==> config.mk <==
export PLATFORM = sky130hd
export DESIGN_NAME = tank_ctrl
export DESIGN_NICKNAME = d
export VERILOG_FILES = /design/src/rtl/tank_pkg.sv /design/src/rtl/tank_key_decode.sv /design/src/rtl/tank_ctrl.sv
export SDC_FILE = /design/constraint.sdc
export NUM_CORES = 1
export LEC_CHECK = 0
export ABC_AREA = 1
export CAP_MARGIN = 20
export CORE_AREA = 2 2 110 112
export DETAILED_ROUTE_END_ITERATION = 10
export DIE_AREA = 0 0 112 114
export GPL_TIMING_DRIVEN = 0
export MAX_ROUTING_LAYER = met4
export PLACE_DENSITY_LB_ADDON = 0.2
export REMOVE_ABC_BUFFERS = 1
export SYNTH_ARGS = -nofsm -noshare
export SYNTH_HDL_FRONTEND = slang
export SYNTH_HIERARCHICAL = 1
export SYNTH_SLANG_ARGS = --single-unit
==> constraint.sdc <==
create_clock -name frame_clk -period 4.2 [get_ports frame_clk]
set_input_delay 1.26 -clock frame_clk [delete_from_list [all_inputs] [get_ports frame_clk]]
set_output_delay 1.26 -clock frame_clk [all_outputs]
set_load 0.005 [all_outputs]
==> src/rtl/tank_pkg.sv <==
// Shared types, key codes, Q-format constants and the per-axis limit helper for tank_ctrl.
// Latency: n/a (declarations plus one pure function).
// Backpressure: n/a.
// Macro TANK_CTRL_WRAP_EN: clamp_axis wraps toroidally instead of saturating.
package tank_pkg;

    // Default key codes (USB HID usage IDs for the arrow keys)
    localparam logic [7:0] KEY_FWD_DEF  = 8'h52;
    localparam logic [7:0] KEY_BACK_DEF = 8'h51;
    localparam logic [7:0] KEY_CCW_DEF  = 8'h50;
    localparam logic [7:0] KEY_CW_DEF   = 8'h4F;

    // Position format: Q10.6 unsigned per axis; candidates carry one extra sign bit
    localparam int FRAC_W = 6;
    localparam int POS_W  = 16;
    localparam int CAND_W = POS_W + 1;

    typedef enum logic [1:0] {
        DRV_NONE = 2'd0,
        DRV_FWD  = 2'd1,
        DRV_BACK = 2'd2
    } drv_e;

    typedef enum logic [1:0] {
        ROT_NONE = 2'd0,
        ROT_CCW  = 2'd1,
        ROT_CW   = 2'd2
    } rot_e;

    typedef enum logic {
        R_IDLE = 1'b0,
        R_HOLD = 1'b1
    } rot_state_e;

    typedef struct packed {
        logic [POS_W-1:0] pos;
        logic             hit;
    } axis_t;

    // Limit one candidate axis to [lo, hi] on its integer part.
    // Saturating build snaps to the wall with a zero fraction; wrap build
    // jumps to the opposite wall and keeps the fraction.
    function automatic axis_t clamp_axis(
        input logic signed [CAND_W-1:0] cand,
        input int                       lo,
        input int                       hi
    );
        axis_t                    r;
        logic signed [CAND_W-1:0] ip_v;
        int                       ip;
        logic [9:0]               lo_i;
        logic [9:0]               hi_i;
        ip_v  = cand >>> FRAC_W;
        ip    = int'(ip_v);
        lo_i  = 10'(lo);
        hi_i  = 10'(hi);
        r.pos = cand[POS_W-1:0];
        r.hit = 1'b0;
        if (ip < lo) begin
`ifdef TANK_CTRL_WRAP_EN
            r.pos = {hi_i, cand[FRAC_W-1:0]};
`else
            r.pos = {lo_i, {FRAC_W{1'b0}}};
`endif
            r.hit = 1'b1;
        end else if (ip > hi) begin
`ifdef TANK_CTRL_WRAP_EN
            r.pos = {lo_i, cand[FRAC_W-1:0]};
`else
            r.pos = {hi_i, {FRAC_W{1'b0}}};
`endif
            r.hit = 1'b1;
        end
        return r;
    endfunction

endpackage

==> src/rtl/tank_key_decode.sv <==
// Scans four keycode bytes into independent drive and rotate commands (FWD > BACK, CCW > CW).
// Latency: combinational.
// Backpressure: none; a new decode every frame.
// Ports: keycode (4 bytes, 0x00 = empty) in; drv, rot out.
module tank_key_decode
    import tank_pkg::*;
#(
    parameter logic [7:0] KEY_FWD  = KEY_FWD_DEF,
    parameter logic [7:0] KEY_BACK = KEY_BACK_DEF,
    parameter logic [7:0] KEY_CCW  = KEY_CCW_DEF,
    parameter logic [7:0] KEY_CW   = KEY_CW_DEF
) (
    input  logic [31:0] keycode,
    output drv_e        drv,
    output rot_e        rot
);

    logic fwd_hit;
    logic back_hit;
    logic ccw_hit;
    logic cw_hit;

    always_comb begin
        fwd_hit  = 1'b0;
        back_hit = 1'b0;
        ccw_hit  = 1'b0;
        cw_hit   = 1'b0;
        for (int i = 0; i < 4; i++) begin
            // An empty slot never matches, even if a key code parameter is 0
            if (keycode[8*i +: 8] != 8'h00) begin
                if (keycode[8*i +: 8] == KEY_FWD)  fwd_hit  = 1'b1;
                if (keycode[8*i +: 8] == KEY_BACK) back_hit = 1'b1;
                if (keycode[8*i +: 8] == KEY_CCW)  ccw_hit  = 1'b1;
                if (keycode[8*i +: 8] == KEY_CW)   cw_hit   = 1'b1;
            end
        end
    end

    always_comb begin
        drv = DRV_NONE;
        rot = ROT_NONE;
        if (fwd_hit)       drv = DRV_FWD;
        else if (back_hit) drv = DRV_BACK;
        if (ccw_hit)       rot = ROT_CCW;
        else if (cw_hit)   rot = ROT_CW;
    end

endmodule

==> src/rtl/tank_ctrl.sv <==
// Per-frame tank motion: registered key decode, rate-limited heading steps, Q10.6 position with arena limits.
// Latency: key sampled at edge k, heading/position change at edge k+1 (2 edges key-to-output).
// Backpressure: none; one update per frame_clk edge, inputs always accepted.
// Ports: frame_clk, Reset (async, active-high), keycode[31:0], sin/cos (Q1.7 for Angle) in;
//        BallX/BallY/BallS[9:0], Angle, moving, blocked out.
// Macro TANK_CTRL_WRAP_EN: toroidal arena instead of clamping at the walls.
module tank_ctrl
    import tank_pkg::*;
#(
    parameter int         X_CENTER = 300,
    parameter int         Y_CENTER = 250,
    parameter int         X_MIN    = 0,
    parameter int         X_MAX    = 639,
    parameter int         Y_MIN    = 0,
    parameter int         Y_MAX    = 479,
    parameter int         SIZE     = 10,
    parameter logic [7:0] STEP     = 8'd128,
    parameter int         N_ANGLES = 45,
    parameter int         ROT_DIV  = 2,
    parameter logic [7:0] KEY_FWD  = KEY_FWD_DEF,
    parameter logic [7:0] KEY_BACK = KEY_BACK_DEF,
    parameter logic [7:0] KEY_CCW  = KEY_CCW_DEF,
    parameter logic [7:0] KEY_CW   = KEY_CW_DEF
) (
    input  logic                        frame_clk,
    input  logic                        Reset,
    input  logic [31:0]                 keycode,
    input  logic signed [7:0]           sin,
    input  logic signed [7:0]           cos,
    output logic [9:0]                  BallX,
    output logic [9:0]                  BallY,
    output logic [9:0]                  BallS,
    output logic [$clog2(N_ANGLES)-1:0] Angle,
    output logic                        moving,
    output logic                        blocked
);

    localparam int                AW         = $clog2(N_ANGLES);
    localparam int                CNT_W      = (ROT_DIV > 1) ? $clog2(ROT_DIV) : 1;
    localparam logic [AW-1:0]     ANG_LAST   = AW'(N_ANGLES - 1);
    localparam logic [CNT_W-1:0]  CNT_RELOAD = CNT_W'(ROT_DIV - 1);
    localparam logic [POS_W-1:0]  X_RST      = POS_W'(X_CENTER * (1 << FRAC_W));
    localparam logic [POS_W-1:0]  Y_RST      = POS_W'(Y_CENTER * (1 << FRAC_W));
    localparam logic signed [CAND_W-1:0] STEP_S = {{(CAND_W-8){1'b0}}, STEP};

    // ---------------- key decode and sample ----------------
    drv_e drv_d;
    drv_e drv_q;
    rot_e rot_d;
    rot_e rot_q;

    tank_key_decode #(
        .KEY_FWD  (KEY_FWD),
        .KEY_BACK (KEY_BACK),
        .KEY_CCW  (KEY_CCW),
        .KEY_CW   (KEY_CW)
    ) u_key_decode (
        .keycode (keycode),
        .drv     (drv_d),
        .rot     (rot_d)
    );

    always_ff @(posedge frame_clk or posedge Reset) begin
        if (Reset) begin
            drv_q <= DRV_NONE;
            rot_q <= ROT_NONE;
        end else begin
            drv_q <= drv_d;
            rot_q <= rot_d;
        end
    end

    // ---------------- rotation FSM ----------------
    rot_state_e       state_q;
    rot_state_e       state_d;
    logic [CNT_W-1:0] rot_cnt;
    logic [AW-1:0]    angle_q;
    logic             rot_step;
    logic             cnt_dec;

    always_ff @(posedge frame_clk or posedge Reset) begin
        if (Reset) state_q <= R_IDLE;
        else       state_q <= state_d;
    end

    always_comb begin
        state_d = state_q;
        case (state_q)
            R_IDLE:  if (rot_q != ROT_NONE) state_d = R_HOLD;
            R_HOLD:  if (rot_q == ROT_NONE) state_d = R_IDLE;
            default: state_d = R_IDLE;
        endcase
    end

    // Step on the first held frame, then every ROT_DIV frames. The counter
    // is not reloaded on a direction change, so a reversal keeps the cadence.
    always_comb begin
        rot_step = 1'b0;
        cnt_dec  = 1'b0;
        if (rot_q != ROT_NONE) begin
            if (state_q == R_IDLE || rot_cnt == '0) rot_step = 1'b1;
            else                                     cnt_dec  = 1'b1;
        end
    end

    always_ff @(posedge frame_clk or posedge Reset) begin
        if (Reset) begin
            rot_cnt <= '0;
            angle_q <= '0;
        end else begin
            if (rot_step) begin
                rot_cnt <= CNT_RELOAD;
                if (rot_q == ROT_CCW) angle_q <= (angle_q == ANG_LAST) ? '0 : angle_q + 1'b1;
                else                  angle_q <= (angle_q == '0) ? ANG_LAST : angle_q - 1'b1;
            end else if (cnt_dec) begin
                rot_cnt <= rot_cnt - 1'b1;
            end
        end
    end

    // ---------------- motion ----------------
    logic [POS_W-1:0]         x_q;
    logic [POS_W-1:0]         y_q;
    logic                     moving_q;
    logic                     blocked_q;
    logic signed [CAND_W-1:0] cos_s;
    logic signed [CAND_W-1:0] sin_s;
    logic signed [CAND_W-1:0] prod_x;
    logic signed [CAND_W-1:0] prod_y;
    logic signed [CAND_W-1:0] dx;
    logic signed [CAND_W-1:0] dy;
    logic signed [CAND_W-1:0] x_ext;
    logic signed [CAND_W-1:0] y_ext;
    logic signed [CAND_W-1:0] x_cand;
    logic signed [CAND_W-1:0] y_cand;
    axis_t                    x_ax;
    axis_t                    y_ax;

    assign cos_s  = {{(CAND_W-8){cos[7]}}, cos};
    assign sin_s  = {{(CAND_W-8){sin[7]}}, sin};
    // |STEP*trig| <= 32640, so 17-bit signed products cannot overflow
    assign prod_x = STEP_S * cos_s;
    assign prod_y = STEP_S * sin_s;
    assign dx     = prod_x >>> 7;
    assign dy     = prod_y >>> 7;
    assign x_ext  = {1'b0, x_q};
    assign y_ext  = {1'b0, y_q};

    // Screen Y grows downward, so forward motion subtracts the sine term
    always_comb begin
        x_cand = x_ext;
        y_cand = y_ext;
        case (drv_q)
            DRV_FWD: begin
                x_cand = x_ext + dx;
                y_cand = y_ext - dy;
            end
            DRV_BACK: begin
                x_cand = x_ext - dx;
                y_cand = y_ext + dy;
            end
            default: ;
        endcase
    end

    assign x_ax = clamp_axis(x_cand, X_MIN + SIZE, X_MAX - SIZE);
    assign y_ax = clamp_axis(y_cand, Y_MIN + SIZE, Y_MAX - SIZE);

    always_ff @(posedge frame_clk or posedge Reset) begin
        if (Reset) begin
            x_q       <= X_RST;
            y_q       <= Y_RST;
            moving_q  <= 1'b0;
            blocked_q <= 1'b0;
        end else if (drv_q != DRV_NONE) begin
            x_q       <= x_ax.pos;
            y_q       <= y_ax.pos;
            moving_q  <= 1'b1;
            blocked_q <= x_ax.hit | y_ax.hit;
        end else begin
            moving_q  <= 1'b0;
            blocked_q <= 1'b0;
        end
    end

    assign BallX   = x_q[POS_W-1:FRAC_W];
    assign BallY   = y_q[POS_W-1:FRAC_W];
    assign BallS   = 10'(SIZE);
    assign Angle   = angle_q;
    assign moving  = moving_q;
    assign blocked = blocked_q;

endmodule
==> results.json <==
{
  "drt_iter0_drc": 398,
  "start_util_pct": 53.1,
  "fin_crit_ns": 4.02,
  "p_leak_uw": 0.00426,
  "hold_path_class": "reg -> reg",
  "drt_wl_total_um": 16300,
  "die-area_sq_mm": 0.0128,
  "synth.avg_cell_area_sq_um": 5.81,
  "drc": 0,
  "critPathLaunchType": "input pin",
  "io_pins": 88,
  "cts_tree": "yes",
  "grt_first_pass_wirelength_um": 27000,
  "dp.cells": 1259,
  "hold_viol_final": 0,
  "synth_ff_type": "dfrtp_1",
  "ys_seq_elements": 46,
  "worst_pin_slew_ns": 0.740,
  "place_congestion": 0.936,
  "drive_above_1_share_pct": 22.1,
  "drtAntennaViolNets": 0,
  "numPortBuffers": 77,
  "hold_buffers": 0,
  "final_core_util_pct": 67.7,
  "critPathKind": "in -> reg",
  "rows": 40,
  "yosysWarnings": 6,
  "skew_ns": 0.00598,
  "reg2reg_depth": 26,
  "antenna_found_initial": 0,
  "cp-end-kind": "flip-flop",
  "r2r_setup_slack_ns": 0.48,
  "status": "finished, final reports clean",
  "seq_area_frac_synth_pct": 18.7,
  "critPathRequiredTime_ns": 4.43,
  "crit_slowest_cell": "ha_4",
  "fillers": 1026,
  "drv_cap": 0,
  "dpl_cell_area_sq_mm": 0.00696,
  "vias_per_cell": 5.05,
  "rr_startpoint": "drv_q[0]",
  "n_antenna_cell": 0,
  "crit_arrival_ns": 4.25,
  "nets": 1252,
  "synthToLayoutAreaGrowth_pct": 27.6,
  "worstHoldStart": "rot_cnt",
  "final_cell_area_sq_mm": 0.00793,
  "clk_pin_slew_worst_paths_ns": 0.06,
  "clockBufferDepth": 2,
  "dp_slack_ns": -1.23,
  "clk_latency_ns": 0.30,
  "syn_inst": 1069,
  "dpl.hpwl_um": 12200,
  "grt_max_degree": 44,
  "synth_edf_count": 0,
  "fin_setup_tns_ns": 0,
  "clock_sinks": 46,
  "cpPeakStageDelay_ns": 0.26,
  "final.setup.worst_slack_ns": 0.181,
  "min_to": "rot_cnt",
  "coreArea_sq_mm": 0.0117,
  "whs_path_depth": 2,
  "fp.dieW_um": 112,
  "async_reset_ff_share_pct": 100,
  "grt_overflow": 0,
  "power-per-cell-area_mw_per_mm2": 477,
  "worstPathMaxFanout": 7,
  "numCtsBuffers": 5,
  "peakVddDrop_mv": 0.298,
  "num_vias": 6585,
  "crit_path_start": "sin[0]",
  "period_share_pct": 95.7,
  "grt_util_all_layers_pct": 26.1,
  "cts-root-buf": "clkbuf_16",
  "rr_endpoint": "x_q[0]",
  "first_pass_iters": 5,
  "ys_types": 39,
  "fmax_ghz": 0.249,
  "setup_viol": 0,
  "wire_per_inst_um": 12.5,
  "htreeDepth": 2,
  "stdcell_count": 1303,
  "crit_path_frequent_cell": "nand2_1",
  "grt_pass1_vias": 6035,
  "seq_area_sq_mm": 0.00116,
  "maxSlewHeadroom_pct": 50.7,
  "multi_input_area_sq_mm": 0.00470,
  "slew_violations": 0,
  "rsz0062_at_grt": "true",
  "syn_area_sq_mm": 0.00622,
  "fp.dieH_um": 114
}
[cell usage in the layout, fill, tap and decap left out, types with 3 or more instances in the layout]
cell             count
ha_4                 8
dfstp_2             10
inv_1              150
nand3b_1             4
nor2_2              19
conb_1              10
xor2_1              16
a21oi_1             25
inv_2               29
nor3_1               4
dfrtp_1             36
o21ai_1              9
nand2_2             43
nand4_1              8
buf_2                4
clkdlybuf4s50_1     61
o21ai_0             28
nor2_1              87
clkbuf_16            5
buf_4               35
and2_1               6
nand3_2             26
clkbuf_2             5
nor3_4               6
a21oi_2              9
nand2_4             13
ha_1                35
or2_2                7
nand3_1             73
a31oi_1              3
nand2_1            329
nor2_4              12
[worst max path at each step]
stage | to | cells past startpoint
final | y_q[4] | 30
after global routing | y_q[10] | 28
after CTS | x_q[3] | 26
after detailed placement | y_q[8] | 28
after global placement | y_q[13] | 28
after floorplan | y_q[0] | 28
[stage by stage]
step | hold WS [ns] | total power [uW]
2_1_floorplan | 0.450 | 2250
3_3_place_gp | 0.469 | 2860
3_5_place_dp | 0.474 | 2890
4_1_cts | 0.489 | 3480
5_1_grt | 0.527 | 4140
6_report | 0.492 | 3780
[logic make-up (layout without fill, tap and decap cells)]
family                   Yosys count  after routing  synth area share [%]
AO/OA/AOI/OAI                     86             86                  7.71
XOR/XNOR                          19             19                  2.68
adder cells (fa/ha/maj)           47             47                  9.70
buffers and inverters            226            304                  15.7
flip-flops                        46             46                  18.7
other                              2             10                 0.121
AND/OR/NAND/NOR                  643            644                  45.4
[power breakdown]
part           internal [uW]  switching [uW]
logic                   1100            1440
clock network            240             180
registers                609             209
total                   1950            1830
[area by class of cell]
class | instances | share of cell area, %
Multi-Input combinational cell | 806 | 59.2
Sequential cell | 46 | 14.7
Clock buffer | 7 | 1.80
Inverter | 182 | 8.73
Clock inverter | 1 | 0.110
Timing Repair Buffer | 114 | 13.1
Tap cell | 147 | 2.32
[metal layers]
metal  global-route usage, %  vias up  share of wire (%)
li1                        -     3448                  -
met1                    33.3     2972                 46
met2                    44.4      140                 49
met3                    2.18       25                3.4
met4                    7.97        0                2.0
met5                       -        -                  0
[synth_stat cells (all sizes together), types with 9 or more instances]
library cell  instances  area, sq um
buf                  36          260
a21oi                36          188
nor2                117          494
or2                   9         56.3
nand2               386         1540
ha                   45          563
inv                 182          683
o21ai                37          185
xor2                 17          149
dfrtp                36          901
nor3                 11         77.6
nand3               100          526
dfstp                10          263
[sequential cells by signal (all words and copies together), names as in the netlist]
signal,cells
state_q,1
blocked,1
moving,1
drv_q,2
Angle,6
rot_q,2
rot_cnt,1
y_q,16
x_q,16
[critical path, delay by kind of cell]
kind | cells | cell delay [ns]
AND/OR/NAND/NOR | 17 | 1.56
adder cells (fa/ha/maj) | 3 | 0.64
buffers and inverters | 9 | 0.55
AO/OA/AOI/OAI | 1 | 0.25
[what timing repair did]
action	in CTS	in global routing
resized for setup	75	126
pin swaps	36	67
setup buffers	15	20
setup endpoints to repair	31	31
gates cloned	1	0
Power figures use the tool's default switching activity.
